**src/rtl/fir_out_decim.sv**
```systemverilog
// rtl/fir_out_decim.sv - FIR output stage: round, scale, saturate, decimate, FIFO with valid/ready
module fir_out_decim #(
  parameter int IWIDTH = 33,
  parameter int OWIDTH = 16,
  parameter int SHIFT  = 15,
  parameter int DEPTH  = 4
) (
  input  logic                     clk_i,
  input  logic                     rst_ni,
  input  logic signed [IWIDTH-1:0] in_i,
  input  logic                     in_en_i,
  input  logic [7:0]               decim_i,
  input  logic                     clr_flags_i,
  output logic signed [OWIDTH-1:0] out_data_o,
  output logic                     out_valid_o,
  input  logic                     out_ready_i,
  output logic                     sat_o,
  output logic                     ovf_o
);
  localparam int AW = $clog2(DEPTH);
  // Rounding offset and clip limits, all held at IWIDTH+1 bits so the add cannot wrap.
  localparam logic signed [IWIDTH:0] RND  = {{IWIDTH{1'b0}}, 1'b1} << (SHIFT - 1);
  localparam logic signed [IWIDTH:0] OMAX = {{(IWIDTH-OWIDTH+2){1'b0}}, {(OWIDTH-1){1'b1}}};
  localparam logic signed [IWIDTH:0] OMIN = {{(IWIDTH-OWIDTH+2){1'b1}}, {(OWIDTH-1){1'b0}}};
  localparam logic [AW:0]            FULL = (AW+1)'(DEPTH);

  logic signed [IWIDTH:0]   sum_c, r_c;
  logic                     hi_c, lo_c;
  logic signed [OWIDTH-1:0] s1_val_c;
  logic [7:0]               dm_c;
  logic                     push_c, pop_c, full_c, wr_c;

  logic signed [OWIDTH-1:0] s1_data_q, s1_data_d;
  logic                     s1_keep_q, s1_keep_d;
  logic [7:0]               cnt_q, cnt_d;
  logic signed [OWIDTH-1:0] mem_q [DEPTH];
  logic [AW-1:0]            wptr_q, wptr_d, rptr_q, rptr_d;
  logic [AW:0]              count_q, count_d;
  logic signed [OWIDTH-1:0] last_q, last_d;
  logic                     sat_q, sat_d, ovf_q, ovf_d;

  assign sum_c    = $signed({in_i[IWIDTH-1], in_i}) + RND;
  assign r_c      = sum_c >>> SHIFT;
  assign hi_c     = r_c > OMAX;
  assign lo_c     = r_c < OMIN;
  assign s1_val_c = hi_c ? OMAX[OWIDTH-1:0] : (lo_c ? OMIN[OWIDTH-1:0] : r_c[OWIDTH-1:0]);

  // A ratio of 0 behaves like 1 (keep everything).
  assign dm_c = (decim_i == 8'd0) ? 8'd1 : decim_i;

  assign push_c      = s1_keep_q;
  assign full_c      = (count_q == FULL);
  assign out_valid_o = (count_q != '0);
  assign pop_c       = out_valid_o && out_ready_i;
  // A push into a full FIFO only lands if the head leaves in the same cycle.
  assign wr_c        = push_c && (!full_c || pop_c);

  // When empty, keep presenting the last sample that was popped.
  assign out_data_o = out_valid_o ? mem_q[rptr_q] : last_q;
  assign sat_o      = sat_q;
  assign ovf_o      = ovf_q;

  // Next-state for stage 1, decimation counter, FIFO bookkeeping and sticky flags.
  always_comb begin
    s1_data_d = s1_data_q;
    cnt_d     = cnt_q;
    s1_keep_d = in_en_i && (cnt_q == 8'd0);
    wptr_d    = wptr_q;
    rptr_d    = rptr_q;
    last_d    = last_q;
    count_d   = count_q;
    if (in_en_i) begin
      s1_data_d = s1_val_c;
      // >= rather than == so a ratio lowered below the current count still wraps.
      cnt_d     = (cnt_q >= dm_c - 8'd1) ? 8'd0 : cnt_q + 8'd1;
    end
    if (wr_c) begin
      wptr_d = wptr_q + AW'(1);
    end
    if (pop_c) begin
      rptr_d = rptr_q + AW'(1);
      last_d = mem_q[rptr_q];
    end
    case ({wr_c, pop_c})
      2'b10:   count_d = count_q + (AW+1)'(1);
      2'b01:   count_d = count_q - (AW+1)'(1);
      default: count_d = count_q;
    endcase
    sat_d = (in_en_i && (hi_c || lo_c)) || (sat_q && !clr_flags_i);
    ovf_d = (push_c && full_c && !pop_c) || (ovf_q && !clr_flags_i);
  end

  // Control and datapath registers; reset discards pending and stored samples.
  always_ff @(posedge clk_i or negedge rst_ni) begin
    if (!rst_ni) begin
      s1_data_q <= '0;
      s1_keep_q <= 1'b0;
      cnt_q     <= 8'd0;
      wptr_q    <= '0;
      rptr_q    <= '0;
      count_q   <= '0;
      last_q    <= '0;
      sat_q     <= 1'b0;
      ovf_q     <= 1'b0;
    end else begin
      s1_data_q <= s1_data_d;
      s1_keep_q <= s1_keep_d;
      cnt_q     <= cnt_d;
      wptr_q    <= wptr_d;
      rptr_q    <= rptr_d;
      count_q   <= count_d;
      last_q    <= last_d;
      sat_q     <= sat_d;
      ovf_q     <= ovf_d;
    end
  end

  // FIFO storage; validity is tracked by count_q so the array needs no reset.
  always_ff @(posedge clk_i) begin
    if (wr_c) begin
      mem_q[wptr_q] <= s1_data_q;
    end
  end
endmodule

```
**config.mk**
```make
export PLATFORM = sky130hd
export DESIGN_NAME = fir_out_decim
export DESIGN_NICKNAME = d
export VERILOG_FILES = /design/src/rtl/fir_out_decim.sv
export SDC_FILE = /design/constraint.sdc
export NUM_CORES = 1
export LEC_CHECK = 0
export ABC_AREA = 1
export ABC_CLOCK_PERIOD_IN_PS = 5200
export BUFFER_PORTS_ARGS = -buffer_cell sky130_fd_sc_hd__buf_2
export CAP_MARGIN = 20
export CELL_PAD_IN_SITES_DETAIL_PLACEMENT = 0
export CELL_PAD_IN_SITES_GLOBAL_PLACEMENT = 1
export CORE_MARGIN = 2
export CORE_UTILIZATION = 38
export DETAILED_ROUTE_END_ITERATION = 16
export GPL_TIMING_DRIVEN = 1
export HOLD_SLACK_MARGIN = 0.02
export PLACE_DENSITY_LB_ADDON = 0.05
export SLEW_MARGIN = 0
export SYNTH_ARGS = -nofsm -noshare
export SYNTH_HDL_FRONTEND = slang
export SYNTH_SLANG_ARGS = --single-unit
```
**constraint.sdc**
```tcl
create_clock -name clk_i -period 5.2 [get_ports clk_i]
set_input_delay 0.26 -clock clk_i [delete_from_list [all_inputs] [get_ports clk_i]]
set_output_delay 0.26 -clock clk_i [all_outputs]
set_load 0.01 [all_outputs]
```
Word level (Yosys, flattened, before mapping)
Memory sizes are Yosys's and may differ from the RTL's.
Cells that the tools add are included.
{ "classes": {"n_addsub": 7, "n_mul": 0, "div_mod_pow": 0, "order_cmp": 3, "n_eq_ne": 3, "shifts": 0, "n_mux": 8, "bitwise": 0, "reduce_logical": 19} }
{ "op_table": {"columns": ["op", "count"], "rows": [
  ["$mux 16", 3],
  ["$add 33x16->34 const B", 1],
  ["$gt 19x16->1 const B", 1],
  ["$lt 19x16->1 const B", 1],
  ["$logic_not 8->1", 2],
  ["$mux 8", 2],
  ["$add 8x1->8 const B", 1],
  ["$ge 8x8->1", 1],
  ["$logic_and 1x1->1", 8],
  ["$sub 8x1->8 const B", 1],
  ["$pmux 3 s2", 1],
  ["$add 2x1->2 const B", 2],
  ["$logic_or 1x1->1", 4],
  ["$add 3x1->3 const B", 1],
  ["$eq 3x3->1 const B", 1],
  ["$logic_not 1->1", 3],
  ["$reduce_bool 3->1", 1],
  ["$sub 3x1->3 const B", 1],
  ["$eq 2x1->1 const B", 1],
  ["$eq 2x2->1 const B", 1],
  ["$mux 1", 2],
  ["$reduce_bool 2->1", 1]
]} }
{ "word_totals": {"reg_bits": 50, "latchBits": 0, "ram_bits": 64, "romBits": 0, "input_bits": 46, "elab_cells": 50, "memories": 1} }
{ "memory_table": {"columns": ["name", "words", "word_bits", "rd", "rd_clocked_by_memory_dff", "wr", "line", "rtl"], "rows": [
  ["mem_q", 4, 16, 1, 0, 1, "36", "logic signed [OWIDTH-1:0] mem_q [DEPTH];"]
]} }

Depth between registers and ports, before layout
Gate-level depths: netlist of the first run.
{ "logic_depth": {"word_depth": 6, "mapped_depth": 15, "depth_no_buf": 15} }

Least setup slack after synthesis of the first run
No wires, ideal clock.
{ "synth_path": {"path_type": "in2reg", "from": "input port decim_i[3]", "to": "register cnt_q[2]", "setup_ns": 0.134, "t_arrival_ns": 2.136, "required_ns": 5.066, "path_slack_ns": 2.930, "stages": 15, "n_path_buf": 0, "path_cell_list": "nor2_1 nor3b_1 a31oi_1 ha_1 nand2_1 xnor2_1 inv_1 ha_1 nand2_1 nor2_1 nand4_1 o2111ai_1 nand2_1 inv_1 nor3_1"} }
{ "synth_between": {"elab_chain_cells": 5} }
{ "synth_rtl": {"columns": ["element", "line", "rtl"], "rows": [
  ["start: declaration", "12", "input logic [7:0] decim_i,"],
  ["$logic_not 8->1", "49", "assign dm_c = (decim_i == 8'd0) ? 8'd1 : decim_i;"],
  ["$mux 8 (*)", "49", null],
  ["$sub 8x1->8 (*)", "75", "cnt_d = (cnt_q >= dm_c - 8'd1) ? 8'd0 : cnt_q + 8'd1;"],
  ["$ge 8x8->1 (*)", "75", null],
  ["$mux 8 (*)", "75", null],
  ["end signal: assignment", "108", "cnt_q <= cnt_d;"],
  ["end: declaration", "35", "logic [7:0] cnt_q, cnt_d;"]
]} }
Every way passes the cells marked *; elsewhere a longest branch is shown, timed or not.
A chain may end at the register's enable or synchronous reset.

Worst setup path in the final report of the first run
{ "layout_path": {"from": "register rptr_q[0]", "to": "output port out_data_o[8]"} }
{ "layout_between": {"elab_chain_cells": 2} }
{ "layout_rtl": {"columns": ["element", "line", "rtl"], "rows": [
  ["start: declaration", "37", "logic [AW-1:0] wptr_q, wptr_d, rptr_q, rptr_d;"],
  ["start signal: assignment", "110", "rptr_q <= rptr_d;"],
  ["$mem_v2 4x16", null, null],
  ["$mux 16", "59", "assign out_data_o = out_valid_o ? mem_q[rptr_q] : last_q;"],
  ["end: declaration", "14", "output logic signed [OWIDTH-1:0] out_data_o,"]
]} }
Every way passes these cells.

==> results of run 1 <==
[registers in the layout, summed over array words and instances (netlist names)]
name / count
sat_o: 1
s1_data_q: 16
ovf_o: 1
count_q: 3
wptr_q: 2
cnt_q: 8
rptr_q: 2
mem_q: 64
last_q: 16
push_c: 1
[routing by layer]
layer  GRT usage, %  vias up  wire [microns]
li1               -     1965               -
met1           20.2     1775            5430
met2           24.4       63            5030
met3           3.25       12             413
met4           6.41        0             171
met5              0        -               0
[repair_timing]
| item | in CTS | in global routing |
|---|---|---|
| hold endpoints to repair | 50 | 0 |
| hold buffers | 1 | 0 |
| setup endpoints to repair | 0 | 0 |
[worst max-delay path, delay by kind of cell, from the launching register on]
kind | cells | cell delay (ns)
flops | 1 | 0.36
compound gates | 2 | 0.45
simple gates | 1 | 0.14
buf+inv | 3 | 1.18
[worst max path at each step]
stage               slack (ns)        from             to
finish                    2.38   rptr_q[0]  out_data_o[8]
floorplan                 2.93  decim_i[3]       cnt_q[2]
CTS                       2.32   rptr_q[0]  out_data_o[8]
global route              2.13   rptr_q[0]  out_data_o[8]
detailed placement        2.47  decim_i[3]       cnt_q[2]
global placement          2.48  decim_i[3]       cnt_q[2]
[metrics by stage]
step	worst slack [ns]	hold slack (ns)	total power, mW	cell area [sq um]
after floorplan	2.93	-0.0356	1.89	5580
after global placement	2.48	0.418	2.18	5980
after detailed placement	2.47	0.426	2.21	5980
after CTS	2.32	0.0328	3.50	6650
after global routing	2.13	0.0615	3.69	6650
final	2.38	0.0571	3.45	6650
[report_power, final]
part           internal [mW]  switching [mW]
clock network          0.881           0.385
logic                  0.361           0.612
registers               1.11          0.0992
[cell usage after synthesis, drive strengths merged]
cell type    n
a21oi       40
a31oi        1
a32o        16
buf          3
clkbuf      17
dfrtp       50
edfxtp      64
fa           1
ha          17
inv         47
nand2      151
nand3       10
nand4        4
nor2        55
nor3         3
nor3b        1
nor4         2
o2111ai      1
o21ai       41
o21bai       1
o22ai        2
o31ai        1
xnor2        9
xor2        16
[logic make-up after synthesis]
kind of cell               after synthesis
AOI/OAI and AO/OA                      103
xor gates and xnor gates                25
adders and majority gates               18
buffers and inverters                   67
DFF                                    114
and+or+nand+nor                        226
[layout make-up]
class / instances / area share [%]
Sequential cell: 114 / 47.7
Multi-Input combinational cell: 372 / 32.1
Clock buffer: 23 / 7.68
Timing Repair Buffer: 53 / 4.14
Tap cell: 184 / 3.46
Inverter: 47 / 2.65
Clock inverter: 9 / 2.20
==> results.json, run 1 <==
{
  "status": "finished clean",
  "fp.dieH_microns": 125,
  "cts_sinks": 114,
  "fillers": 1416,
  "period_share_pct": 54.2,
  "r2r-end": "rptr_q[1]",
  "vias": 3815,
  "rsz0062_at_grt": "false",
  "rrSetupSlack_ns": 2.66,
  "r2r_cells": 7,
  "grt_first_pass_wirelength_microns": 18900,
  "synth-compound-area-share_pct": 11.8,
  "root_buffer": "clkbuf_16",
  "synthMuxAreaShare_pct": 0,
  "drive_gt1_share_pct": 21.8,
  "cts_tree": "yes",
  "numCtsBuffers": 17,
  "syn2layout_area_growth_pct": 19.1,
  "cts_resized": 0,
  "ys_seq_area_share_pct": 56.8,
  "synth_nets": 617,
  "wl_microns": 11000,
  "mostFrequentLayoutCells": "129 x nand2_1, 64 x edfxtp_1, 50 x dfrtp_1, 50 x buf_2, 44 x inv_1",
  "h-tree-depth": 4,
  "track_usage_pct": 15.2,
  "multi_input_area_sq_mm": 0.00214,
  "die_x_microns": 125,
  "ys_warn_count": 0,
  "cpMaxStageDelayCell": "inv_1",
  "drc": 0,
  "insertion_delay_ns": 0.40,
  "worst_slew_pin_slew_ns": 1.02,
  "post_cts_buffers": 0,
  "syn_area_per_cell_sq_um": 10.1,
  "synth_top_family_by_area": "simple AND/OR/NAND/NOR gates",
  "min_path_type": "in -> reg",
  "hold_depth": 2,
  "ys_types": 35,
  "ant_nets": 0,
  "synthCells": 553,
  "cp.required_ns": 4.94,
  "critPathKind": "reg -> out",
  "max_freq_mhz": 355,
  "hold_viol": 0,
  "port-buffer-count": 50,
  "final_core_util_pct": 46.1,
  "synth_top_cell_by_area": "edfxtp_1",
  "finClkSkew_ns": 0.00667,
  "synth-simple-area-share_pct": 18.2,
  "cpPeakStageDelay_ns": 0.78,
  "antenna_found_initial": 0,
  "clkTransAtPathRegs_ns": 0.05,
  "syn_area_sq_mm": 0.00558,
  "setup_viol": 0,
  "die-area_sq_mm": 0.0157,
  "worst_setup_path_end_kind": "primary output",
  "synth_area_leaders": "edfxtp_1 34%, dfrtp_1 22%, nand2_1 8.7%",
  "leakage_nw": 2.76,
  "cts_buffer_depth": 2,
  "routabilityCongestion": 0.763,
  "ys_seq_elements": 114,
  "viasPerCell": 4.76,
  "final_common_cell": "nand2_1",
  "n_antenna_cell": 0,
  "grt_pass1_vias": 3774,
  "critPathLaunchType": "register",
  "drv_cap": 0,
  "regToRegStartpoint": "count_q[1]",
  "min_from": "clr_flags_i",
  "post-dp-hpwl_microns": 7630,
  "post-route-min-period_ns": 2.82,
  "setup_tns_ns": 0,
  "nets": 669,
  "drtIter0Drc": 239,
  "ios": 65,
  "path_max_fanout": 34,
  "slew_viol_final": 0,
  "final-seq-area_sq_mm": 0.00317,
  "grt_overflow": 0,
  "grt_max_degree": 51,
  "power_density_mw_per_mm2": 519,
  "dp_cells": 769,
  "wl_per_cell_microns": 13.8,
  "netlist.area_leader.share_pct": 34.4,
  "dr.pass1.iters": 4,
  "synthAdderAreaFrac_pct": 4.17,
  "min_to": "sat_o",
  "ir_worst_vdd_v": 0.000223,
  "maxSlewHeadroom_pct": 31.9,
  "cp_cell_sequence": "buf_4, inv_1, nand2_1, a32o_1, o21ai_0, buf_2",
  "rows": 44,
  "final_cells": 802,
  "worstPathArrival_ns": 2.56,
  "design.core.area_sq_mm": 0.0144,
  "synth_xor_area_share_pct": 3.92,
  "initial_utilization_pct": 38.7
}
(Power assumes the default switching activity.)
==> run 2, diff against run 1 <==
ABC_CLOCK_PERIOD_IN_PS = 2550   (was 5200)
clock period = 2.55 ns   (was 5.2 ns; I/O delays follow)
==> results.json, run 2 (synthesized netlist as in run 1, its figures left out) <==
{
  "maxSlewHeadroom_pct": 65.6,
  "cts_tree": "yes",
  "wl_microns": 10900,
  "cts_buffer_depth": 2,
  "port-buffer-count": 50,
  "rsz0062_at_grt": "false",
  "ios": 65,
  "n_antenna_cell": 0,
  "grt_pass1_vias": 3759,
  "ir_worst_vdd_v": 0.000486,
  "setup_viol": 0,
  "fp.dieH_microns": 125,
  "ant_nets": 0,
  "cpMaxStageDelayCell": "dfrtp_1",
  "drtIter0Drc": 171,
  "cpPeakStageDelay_ns": 0.41,
  "drive_gt1_share_pct": 21.8,
  "root_buffer": "clkbuf_16",
  "max_freq_mhz": 451,
  "wl_per_cell_microns": 13.5,
  "hold_depth": 3,
  "drc": 0,
  "power_mw": 6.64,
  "final_core_util_pct": 45.9,
  "nets": 681,
  "worstPathArrival_ns": 2.49,
  "die-area_sq_mm": 0.0157,
  "cp_cell_sequence": "nor2_1, nand3_1, nand2_1, ha_1, inv_1, fa_1, a21oi_1, o21ai_0, xor2_1",
  "power_density_mw_per_mm2": 1000,
  "grt_max_degree": 34,
  "largest_reg_flops": 64,
  "leakage_nw": 2.76,
  "antenna_found_initial": 0,
  "status": "finished clean",
  "cp.required_ns": 2.83,
  "rows": 44,
  "numCtsBuffers": 17,
  "clkTransAtPathRegs_ns": 0.05,
  "routabilityCongestion": 0.763,
  "initial_utilization_pct": 38.7,
  "drv_cap": 0,
  "finClkSkew_ns": 0.00910,
  "period_share_pct": 86.9,
  "crit_buf_inv": 1,
  "mostFrequentLayoutCells": "129 x nand2_1, 64 x edfxtp_1, 50 x dfrtp_1, 50 x buf_2, 45 x nor2_1",
  "worst_slew_pin_slew_ns": 0.515,
  "stdcell_area_sq_mm": 0.00662,
  "path_max_fanout": 8,
  "vias": 3844,
  "top_register": "mem_q",
  "hold_viol": 0,
  "insertion_delay_ns": 0.41,
  "design.core.area_sq_mm": 0.0144,
  "post-route-min-period_ns": 2.22,
  "slew_viol_final": 0,
  "critPathLaunchType": "register",
  "dr.pass1.iters": 7,
  "cts_sinks": 114,
  "critPathKind": "reg -> reg",
  "grt_overflow": 0,
  "final_common_cell": "nand2_1",
  "track_usage_pct": 15.3,
  "dpl_cell_area_sq_mm": 0.00605,
  "viasPerCell": 4.73,
  "die_x_microns": 125,
  "r2r_cells": 9,
  "worst_setup_path_end_kind": "register",
  "cp_top_family": "simple AND/OR/NAND/NOR gates",
  "grt_first_pass_wirelength_microns": 18800,
  "h-tree-depth": 4,
  "cts_resized": 0,
  "setup_tns_ns": 0,
  "syn2layout_area_growth_pct": 18.5,
  "min_path_type": "in -> reg",
  "hold_slack_ns": 0.0680,
  "post-dp-hpwl_microns": 7680,
  "largest_registers": "mem_q x64, last_q x16, s1_data_q x16",
  "cp.depth": 9
}
## run 2: metrics by stage
stage          setup WS [ns]  std cells
6_report               0.334        813
2_1_floorplan          0.413        553
3_3_place_gp           0.113        780
5_1_grt                0.154        813
4_1_cts                0.357        813
3_5_place_dp          0.0793        780
## run 2: area by class of cell
cell class,count,area (sq um)
fill,1377,7810
sequential,114,3170
multi-input combinational,372,2130
clock buffer,25,487
timing repair buffer,65,368
tap,184,230
inverter,47,176
clock inverter,6,55.1
## run 2: report_power, final
part / switching (mW) / total [mW] / internal [mW]
registers: 0.208 / 2.48 / 2.27
clock network: 0.746 / 2.15 / 1.40
logic: 1.23 / 2.00 / 0.776
total: 2.18 / 6.64 / 4.45
## run 2: worst register-to-register path, cell delays in order (launching register included)
cell and delay (ns):
dfrtp_1 0.41, nor2_1 0.15, nand3_1 0.18, nand2_1 0.27, ha_1 0.20, inv_1 0.06, fa_1 0.38, a21oi_1 0.16
o21ai_0 0.13, xor2_1 0.16
## run 2: timing repair
item / in CTS / in global routing
setup buffers: 0 / 0
hold buffers: 2 / 0
endpoints found under the hold margin: 20 / 0
## run 2: worst paths after layout
path,slack [ns],end,startpoint
setup / recovery,0.33,count_q[2],count_q[0]
hold / removal,0.07,s1_data_q[15],in_i[32]
setup reg to reg,0.33,count_q[2],count_q[0]
hold reg to reg,0.47,rptr_q[1],rptr_q[1]
max in group asynchronous,1.57,s1_data_q[1],rst_ni
min in group asynchronous,0.20,last_q[11],rst_ni
## run 2: layer usage
layer,GRT usage [%],vias to the layer above,part of all wire (%)
li1,-,1986,-
met1,20.3,1762,49
met2,23.8,80,45
met3,4.15,16,4.3
met4,6.27,0,1.9
met5,0,-,0
